## config.mk

```make
export PLATFORM = sky130hd
export DESIGN_NAME = mips_multicycle_ctrl
export DESIGN_NICKNAME = d
export VERILOG_FILES = /design/src/rtl/mips_pkg.sv /design/src/rtl/mips_main_decoder.sv /design/src/rtl/mips_multicycle_ctrl.sv
export SDC_FILE = /design/constraint.sdc
export NUM_CORES = 1
export LEC_CHECK = 0
export BUFFER_PORTS_ARGS = -buffer_cell sky130_fd_sc_hd__buf_2
export CAP_MARGIN = 10
export CORE_MARGIN = 8
export CORE_UTILIZATION = 54
export CTS_BUF_LIST = sky130_fd_sc_hd__clkbuf_2 sky130_fd_sc_hd__clkbuf_4 sky130_fd_sc_hd__clkbuf_8
export DETAILED_ROUTE_END_ITERATION = 8
export PLACE_DENSITY = 0.88
export SKIP_LAST_GASP = 1
export SLEW_MARGIN = 0
export SYNTH_ARGS = -nofsm -noshare
export SYNTH_HDL_FRONTEND = slang
export SYNTH_HIERARCHICAL = 1
export SYNTH_SLANG_ARGS = --single-unit
```

## constraint.sdc

```tcl
create_clock -name clk -period 3.8 [get_ports clk]
set_input_delay 0 -clock clk [delete_from_list [all_inputs] [get_ports clk]]
set_output_delay 0 -clock clk [all_outputs]
set_load 0.01 [all_outputs]
```

## src/rtl/mips_pkg.sv

```systemverilog
// Shared constants and types for the MIPS multi-cycle controller.
package mips_pkg;

    localparam int unsigned OPC_W = 6;
    localparam int unsigned FC_W  = 2;

    localparam logic [OPC_W-1:0] OP_RTYPE = 6'h00;
    localparam logic [OPC_W-1:0] OP_ADDI  = 6'h08;
    localparam logic [OPC_W-1:0] OP_ADDIU = 6'h09;
    localparam logic [OPC_W-1:0] OP_SLTI  = 6'h0A;
    localparam logic [OPC_W-1:0] OP_SLTIU = 6'h0B;
    localparam logic [OPC_W-1:0] OP_ANDI  = 6'h0C;
    localparam logic [OPC_W-1:0] OP_ORI   = 6'h0D;
    localparam logic [OPC_W-1:0] OP_XORI  = 6'h0E;

    localparam logic [FC_W-1:0] FC_NONE    = 2'd0;
    localparam logic [FC_W-1:0] FC_ZERO    = 2'd1;
    localparam logic [FC_W-1:0] FC_KREG    = 2'd2;
    localparam logic [FC_W-1:0] FC_ILLEGAL = 2'd3;

    localparam logic [4:0] REG_ZERO = 5'd0;
    localparam logic [4:0] REG_K0   = 5'd26;
    localparam logic [4:0] REG_K1   = 5'd27;

    typedef enum logic [1:0] {
        ST_IDLE = 2'd0,
        ST_READ = 2'd1,
        ST_EXEC = 2'd2,
        ST_WB   = 2'd3
    } state_e;

    typedef struct packed {
        logic reg_dst;    // 1: destination is rd, 0: rt
        logic reg_write;
        logic alu_src;    // 1: operand B is the extended immediate
        logic sign_ext;
        logic legal;
    } dec_t;

endpackage

```

## src/rtl/mips_main_decoder.sv

```systemverilog
// Combinational opcode decoder for the supported R-type and I-type ALU ops.
module mips_main_decoder
    import mips_pkg::*;
(
    input  logic [OPC_W-1:0] opcode_i,
    output dec_t             dec_c_o
);

    // Opcode to control-field lookup; anything unlisted is illegal.
    always_comb begin
        dec_c_o = '0;
        case (opcode_i)
            OP_RTYPE: begin
                dec_c_o.reg_dst   = 1'b1;
                dec_c_o.reg_write = 1'b1;
                dec_c_o.legal     = 1'b1;
            end
            OP_ADDI, OP_ADDIU, OP_SLTI, OP_SLTIU: begin
                dec_c_o.reg_write = 1'b1;
                dec_c_o.alu_src   = 1'b1;
                dec_c_o.sign_ext  = 1'b1;
                dec_c_o.legal     = 1'b1;
            end
            OP_ANDI, OP_ORI, OP_XORI: begin
                dec_c_o.reg_write = 1'b1;
                dec_c_o.alu_src   = 1'b1;
                dec_c_o.legal     = 1'b1;
            end
            default: ;
        endcase
    end

endmodule

```

## src/rtl/mips_multicycle_ctrl.sv

```systemverilog
// Multi-cycle READ/EXEC/WB sequencer with destination-register protection.
// Optional feature macro: MIPS_CTRL_KREG_PROTECT_EN ($k0/$k1 write protection).
module mips_multicycle_ctrl
    import mips_pkg::*;
#(
    parameter int unsigned DATA_W = 32,
    parameter int unsigned RA_W   = 5
) (
    input  logic              clk,
    input  logic              rst_n,
    input  logic              instr_valid,
    output logic              instr_ready,
    input  logic [31:0]       instr,
    output logic              rf_rd_en,
    output logic [RA_W-1:0]   rf_rd_addr_a,
    output logic [RA_W-1:0]   rf_rd_addr_b,
    input  logic [DATA_W-1:0] rf_rd_data_a,
    input  logic [DATA_W-1:0] rf_rd_data_b,
    output logic [31:0]       alu_instr,
    output logic [DATA_W-1:0] alu_op_a,
    output logic [DATA_W-1:0] alu_op_b,
    input  logic [DATA_W-1:0] alu_result,
    output logic              rf_wr_en,
    output logic [RA_W-1:0]   rf_wr_addr,
    output logic [DATA_W-1:0] rf_wr_data,
    output logic              done,
    output logic              fault,
    output logic [FC_W-1:0]   fault_code
);

    state_e              state_q;
    logic                ready_q, rd_en_q, wr_en_q, done_q, fault_q;
    logic [31:0]         instr_q;
    logic [RA_W-1:0]     rd_addr_a_q, rd_addr_b_q, dest_q, wr_addr_q;
    logic                use_imm_q;
    logic [DATA_W-1:0]   imm_ext_q, op_a_q, op_b_q, wr_data_q;
    logic [FC_W-1:0]     fault_pend_q, fault_code_q;

    dec_t                dec;
    logic [RA_W-1:0]     dest;
    logic [DATA_W-1:0]   imm_ext, op_b_exec;
    logic [FC_W-1:0]     fault_chk;
    logic                in_exec;

    mips_main_decoder u_dec (
        .opcode_i (instr_q[31:26]),
        .dec_c_o  (dec)
    );

    // Destination select and immediate extension from the latched instruction.
    always_comb begin
        dest    = dec.reg_dst ? RA_W'(instr_q[15:11]) : RA_W'(instr_q[20:16]);
        imm_ext = dec.sign_ext ? {{(DATA_W-16){instr_q[15]}}, instr_q[15:0]}
                               : {{(DATA_W-16){1'b0}}, instr_q[15:0]};
    end

    // Protection check, highest priority first: illegal, $zero, $k0/$k1.
    always_comb begin
        fault_chk = FC_NONE;
        if (!(dec.legal && dec.reg_write)) begin
            fault_chk = FC_ILLEGAL;
        end else if (dest == RA_W'(REG_ZERO)) begin
            fault_chk = FC_ZERO;
        end
`ifdef MIPS_CTRL_KREG_PROTECT_EN
        else if (dest == RA_W'(REG_K0) || dest == RA_W'(REG_K1)) begin
            fault_chk = FC_KREG;
        end
`endif
    end

    // Read data arrives during EXEC, so operands pass through then and hold after.
    always_comb begin
        in_exec   = (state_q == ST_EXEC);
        op_b_exec = use_imm_q ? imm_ext_q : rf_rd_data_b;
        alu_op_a  = in_exec ? rf_rd_data_a : op_a_q;
        alu_op_b  = in_exec ? op_b_exec : op_b_q;
    end

    // Sequencer state and registered outputs.
    always_ff @(posedge clk) begin
        if (!rst_n) begin
            state_q      <= ST_IDLE;
            ready_q      <= 1'b1;
            rd_en_q      <= 1'b0;
            wr_en_q      <= 1'b0;
            done_q       <= 1'b0;
            fault_q      <= 1'b0;
            instr_q      <= '0;
            rd_addr_a_q  <= '0;
            rd_addr_b_q  <= '0;
            dest_q       <= '0;
            wr_addr_q    <= '0;
            use_imm_q    <= 1'b0;
            imm_ext_q    <= '0;
            op_a_q       <= '0;
            op_b_q       <= '0;
            wr_data_q    <= '0;
            fault_pend_q <= FC_NONE;
            fault_code_q <= FC_NONE;
        end else begin
            case (state_q)
                ST_IDLE: begin
                    if (instr_valid) begin
                        instr_q      <= instr;
                        rd_addr_a_q  <= RA_W'(instr[25:21]);
                        rd_addr_b_q  <= RA_W'(instr[20:16]);
                        rd_en_q      <= 1'b1;
                        ready_q      <= 1'b0;
                        fault_code_q <= FC_NONE;
                        state_q      <= ST_READ;
                    end
                end
                ST_READ: begin
                    rd_en_q      <= 1'b0;
                    use_imm_q    <= dec.alu_src;
                    imm_ext_q    <= imm_ext;
                    dest_q       <= dest;
                    fault_pend_q <= fault_chk;
                    state_q      <= ST_EXEC;
                end
                ST_EXEC: begin
                    op_a_q       <= rf_rd_data_a;
                    op_b_q       <= op_b_exec;
                    wr_addr_q    <= dest_q;
                    wr_data_q    <= alu_result;
                    wr_en_q      <= (fault_pend_q == FC_NONE);
                    done_q       <= 1'b1;
                    fault_q      <= (fault_pend_q != FC_NONE);
                    fault_code_q <= fault_pend_q;
                    state_q      <= ST_WB;
                end
                ST_WB: begin
                    wr_en_q <= 1'b0;
                    done_q  <= 1'b0;
                    fault_q <= 1'b0;
                    ready_q <= 1'b1;
                    state_q <= ST_IDLE;
                end
                default: state_q <= ST_IDLE;
            endcase
        end
    end

    assign instr_ready  = ready_q;
    assign rf_rd_en     = rd_en_q;
    assign rf_rd_addr_a = rd_addr_a_q;
    assign rf_rd_addr_b = rd_addr_b_q;
    assign alu_instr    = instr_q;
    assign rf_wr_en     = wr_en_q;
    assign rf_wr_addr   = wr_addr_q;
    assign rf_wr_data   = wr_data_q;
    assign done         = done_q;
    assign fault        = fault_q;
    assign fault_code   = fault_code_q;

endmodule

```

==> results.cfg <==
[run_status]
outcome = finished clean

[final_layout]
mostFrequentLayoutCells = 280 x buf_2, 167 x dfxtp_1, 124 x dlygate4sd3_1
fin_area_um2 = 9930
drive_gt1_share_pct = 35.8
syn2layout_area_growth_pct = 39.1
final_util_pct = 75.9
layout_commonest_cell = buf_2
n_fill_cell = 817
layout.nets = 1199

[placement]
portBuffers = 280
pre_cts_ws_ns = 1.64
post_dp_cell_area_um2 = 8270
place.detailed.hpwl_mm = 13.4
gp_congestion = 0.773

[synthesis]
synthArstFlopShare_pct = 0
avgSynthCellArea_um2 = 10.0
synthAdderAreaFrac_pct = 0.701
ys_seq_elements = 167
synth_xor_area_share_pct = 0
synth-edff-count = 0
synth_fp_nets = 847
yosys.area_share.simple_pct = 18.1
synth_top_family_by_area = simple AND/OR/NAND/NOR gates
netlist.top_cell.by_area = dfxtp_1
synth_area_um2 = 7140
ys.flop_type = dfxtp_1
ys_warn_count = 6
synth_area_leaders = dfxtp_1 47%, mux2i_1 11%, mux2_4 6.7%
synth_mux_area_share_pct = 17.7
synth_top_area_share_pct = 46.8
syn_inst = 712
synth_compound_area_share_pct = 8.45
yosysUniqueCellTypes = 38
synth-seq-area-share_pct = 46.8

[worst_setup_path]
required_ns = 3.80
crit_path_start_kind = flop
worstSetupEndpointType = primary output
worst_ep_arrival_time_ns = 2.44
reg2reg_to = alu_instr[24]$_SDFFE_PN0P_
r2r_setup_slack_ns = 1.60
crit-reg2reg-launch = state_q[0]$_SDFFE_PN0P_
worstPathMaxFanout = 63
reg2reg_depth = 5
crit_type = flop to primary output

[route]
drt_pass1_iterations = 5
drc_errors = 0
drt_iter0_markers = 415
antenna_left = 0
totalWireLength_mm = 23.7
wire_per_inst_um = 18.9
vias_per_cell = 5.16
num_vias = 6481

[floorplanning]
fp.dieW_um = 131
dieArea_um2 = 17200
pin_count = 281
core_um2 = 13100
initial_core_util_pct = 54.5
die_y_um = 131
rows = 42

[clock_tree]
clockBufferDepth = 2
cts_sinks = 167
clk_pin_slew_ns = 0.08
clk_latency_ns = 0.44
cts-root-buf = clkbuf_8
cts_resized = 0
cts_setup_buffers = 0
h-tree-depth = 4
cts_tree = done
cts_buffers = 17

[sta]
fin_crit_sh_pct = 64.3
whs_ns = 0.0190
setup_viol = 0
hold_viol = 0
relSlewSlack_pct = 21.1
worst_pin_slew_ns = 1.18
fin_skew_ns = 0.0121
period_needed_ns = 2.44
rsz0062_at_grt = false
finalSetupTns_ns = 0
slew_viol_final = 0
clock.fmax_ghz = 0.409
fin_ws_ns = 1.36

[global_routing]
track_usage_pct = 27.2
antenna_found_initial = 6
grt_start_max_net_pins = 70
grt_pass1_wl_mm = 35.6
gr-total-overflow = 0
grt_pass1_vias = 6677

[pwr]
ir_drop_uv = 355
p_int_w = 0.00424
pwr-share-seq_pct = 35.5
combPwrFrac_pct = 46.2
pwr-share-clk_pct = 18.2
switchingPower_w = 0.00261
p_sw_share_pct = 38.1
powerDensity_nw_per_um2 = 690
p_leak_nw = 4.55

[worst_hold_path]
hp-start = rf_rd_data_b[9]
hold_path_depth = 4
whs_endpoint = op_b_q[9]$_SDFF_PN0_
min_path_type = input port to flop

[run]
cap_viol_max_count = 0
## critical path, stage by stage, from the launching register on
cell and delay (ns):
dfxtp_1 0.35, inv_1 0.13, ha_4 0.52, buf_12 0.38, nor2_1 0.10, a31oi_1 0.25
buf_2 0.20
## metrics by stage
| stage | instances | power (W) |
|---|---|---|
| after global routing | 1256 | 0.00723 |
| after detailed placement | 1096 | 0.00539 |
| after floorplan | 712 | 0.00459 |
| after CTS | 1249 | 0.00672 |
| final | 1256 | 0.00685 |
| after global placement | 1096 | 0.00531 |
## Yosys cell counts (all sizes together) (5+ instances only)
cell type and instances:
and2 65, a211oi 5, mux2i 78, nand2b 19
a31oi 16, mux2 32, clkbuf 15, a21oi 52
buf 62, nand2 68, dfxtp 167, nor2 104
## final cells by class
type | instances | area, µm² | share of cell area, %
sequential | 167 | 3340 | 33.7
multi-input combinational | 464 | 3220 | 32.5
timing repair buffer | 410 | 2730 | 27.5
clock buffer | 20 | 275 | 2.77
tap | 176 | 220 | 2.22
clock inverter | 9 | 103 | 1.03
inverter | 4 | 15.0 | 0.151
antenna | 6 | 15.0 | 0.151
## registers in the layout (all words and copies together), names as in the netlist
| register | count |
|---|---|
| rf_wr_data | 32 |
| op_a_q | 32 |
| rf_rd_en | 1 |
| dest_q | 5 |
| instr_ready | 1 |
| imm_ext_q | 17 |
| state_q | 2 |
| rf_wr_en | 1 |
| rf_wr_addr | 5 |
| fault_code | 2 |
| done | 1 |
| fault_pend_q | 2 |
| fault | 1 |
| use_imm_q | 1 |
| op_b_q | 32 |
| alu_instr | 32 |
## how the worst max path moves through the flow
| stage | from | endpoint | cells after the start |
|---|---|---|---|
| finish | state_q[0]$_SDFFE_PN0P_ | alu_op_b[19] | 6 |
| global route | state_q[0]$_SDFFE_PN0P_ | alu_op_b[19] | 6 |
| detailed placement | state_q[0]$_SDFFE_PN0P_ | alu_instr[20]$_SDFFE_PN0P_ | 5 |
| CTS | state_q[0]$_SDFFE_PN0P_ | alu_op_a[11] | 5 |
| floorplan | alu_instr[31]$_SDFFE_PN0P_ | fault_pend_q[0]$_SDFFE_PN0P_ | 6 |
| global placement | state_q[0]$_SDFFE_PN0P_ | alu_instr[26]$_SDFFE_PN0P_ | 5 |
## routing by layer
layer  vias to the layer above  share of wire [%]  track usage, %
met5                         -                  0               0
met4                         0                4.0            15.7
met3                        71                8.2            8.64
met2                       327                 51            46.6
met1                      3038                 37            28.8
li1                       3045                  -               -
## power groups by stage
stage          sequential (W)  combinational (W)  clock [W]
2_1_floorplan         0.00245            0.00214          0
5_1_grt               0.00247            0.00342    0.00134
3_5_place_dp          0.00244            0.00294          0
3_3_place_gp          0.00242            0.00289          0
6_report              0.00243            0.00317    0.00125
4_1_cts               0.00241            0.00306    0.00125
## logic make-up (layout without fill, tap and decap cells)
| group | count (synthesis) | count (layout) |
|---|---|---|
| other cells | 0 | 6 |
| flops | 167 | 167 |
| compound gates | 84 | 84 |
| mux | 110 | 110 |
| simple gates | 266 | 266 |
| fa+ha+maj | 4 | 4 |
| buf+inv | 81 | 443 |
## timing repair
| action | in CTS | in global routing |
|---|---|---|
| endpoints found under the setup margin | 0 | 0 |
| hold buffers | 124 | 0 |
| hold endpoints to repair | 128 | 0 |
Power figures use the tool's default switching activity.
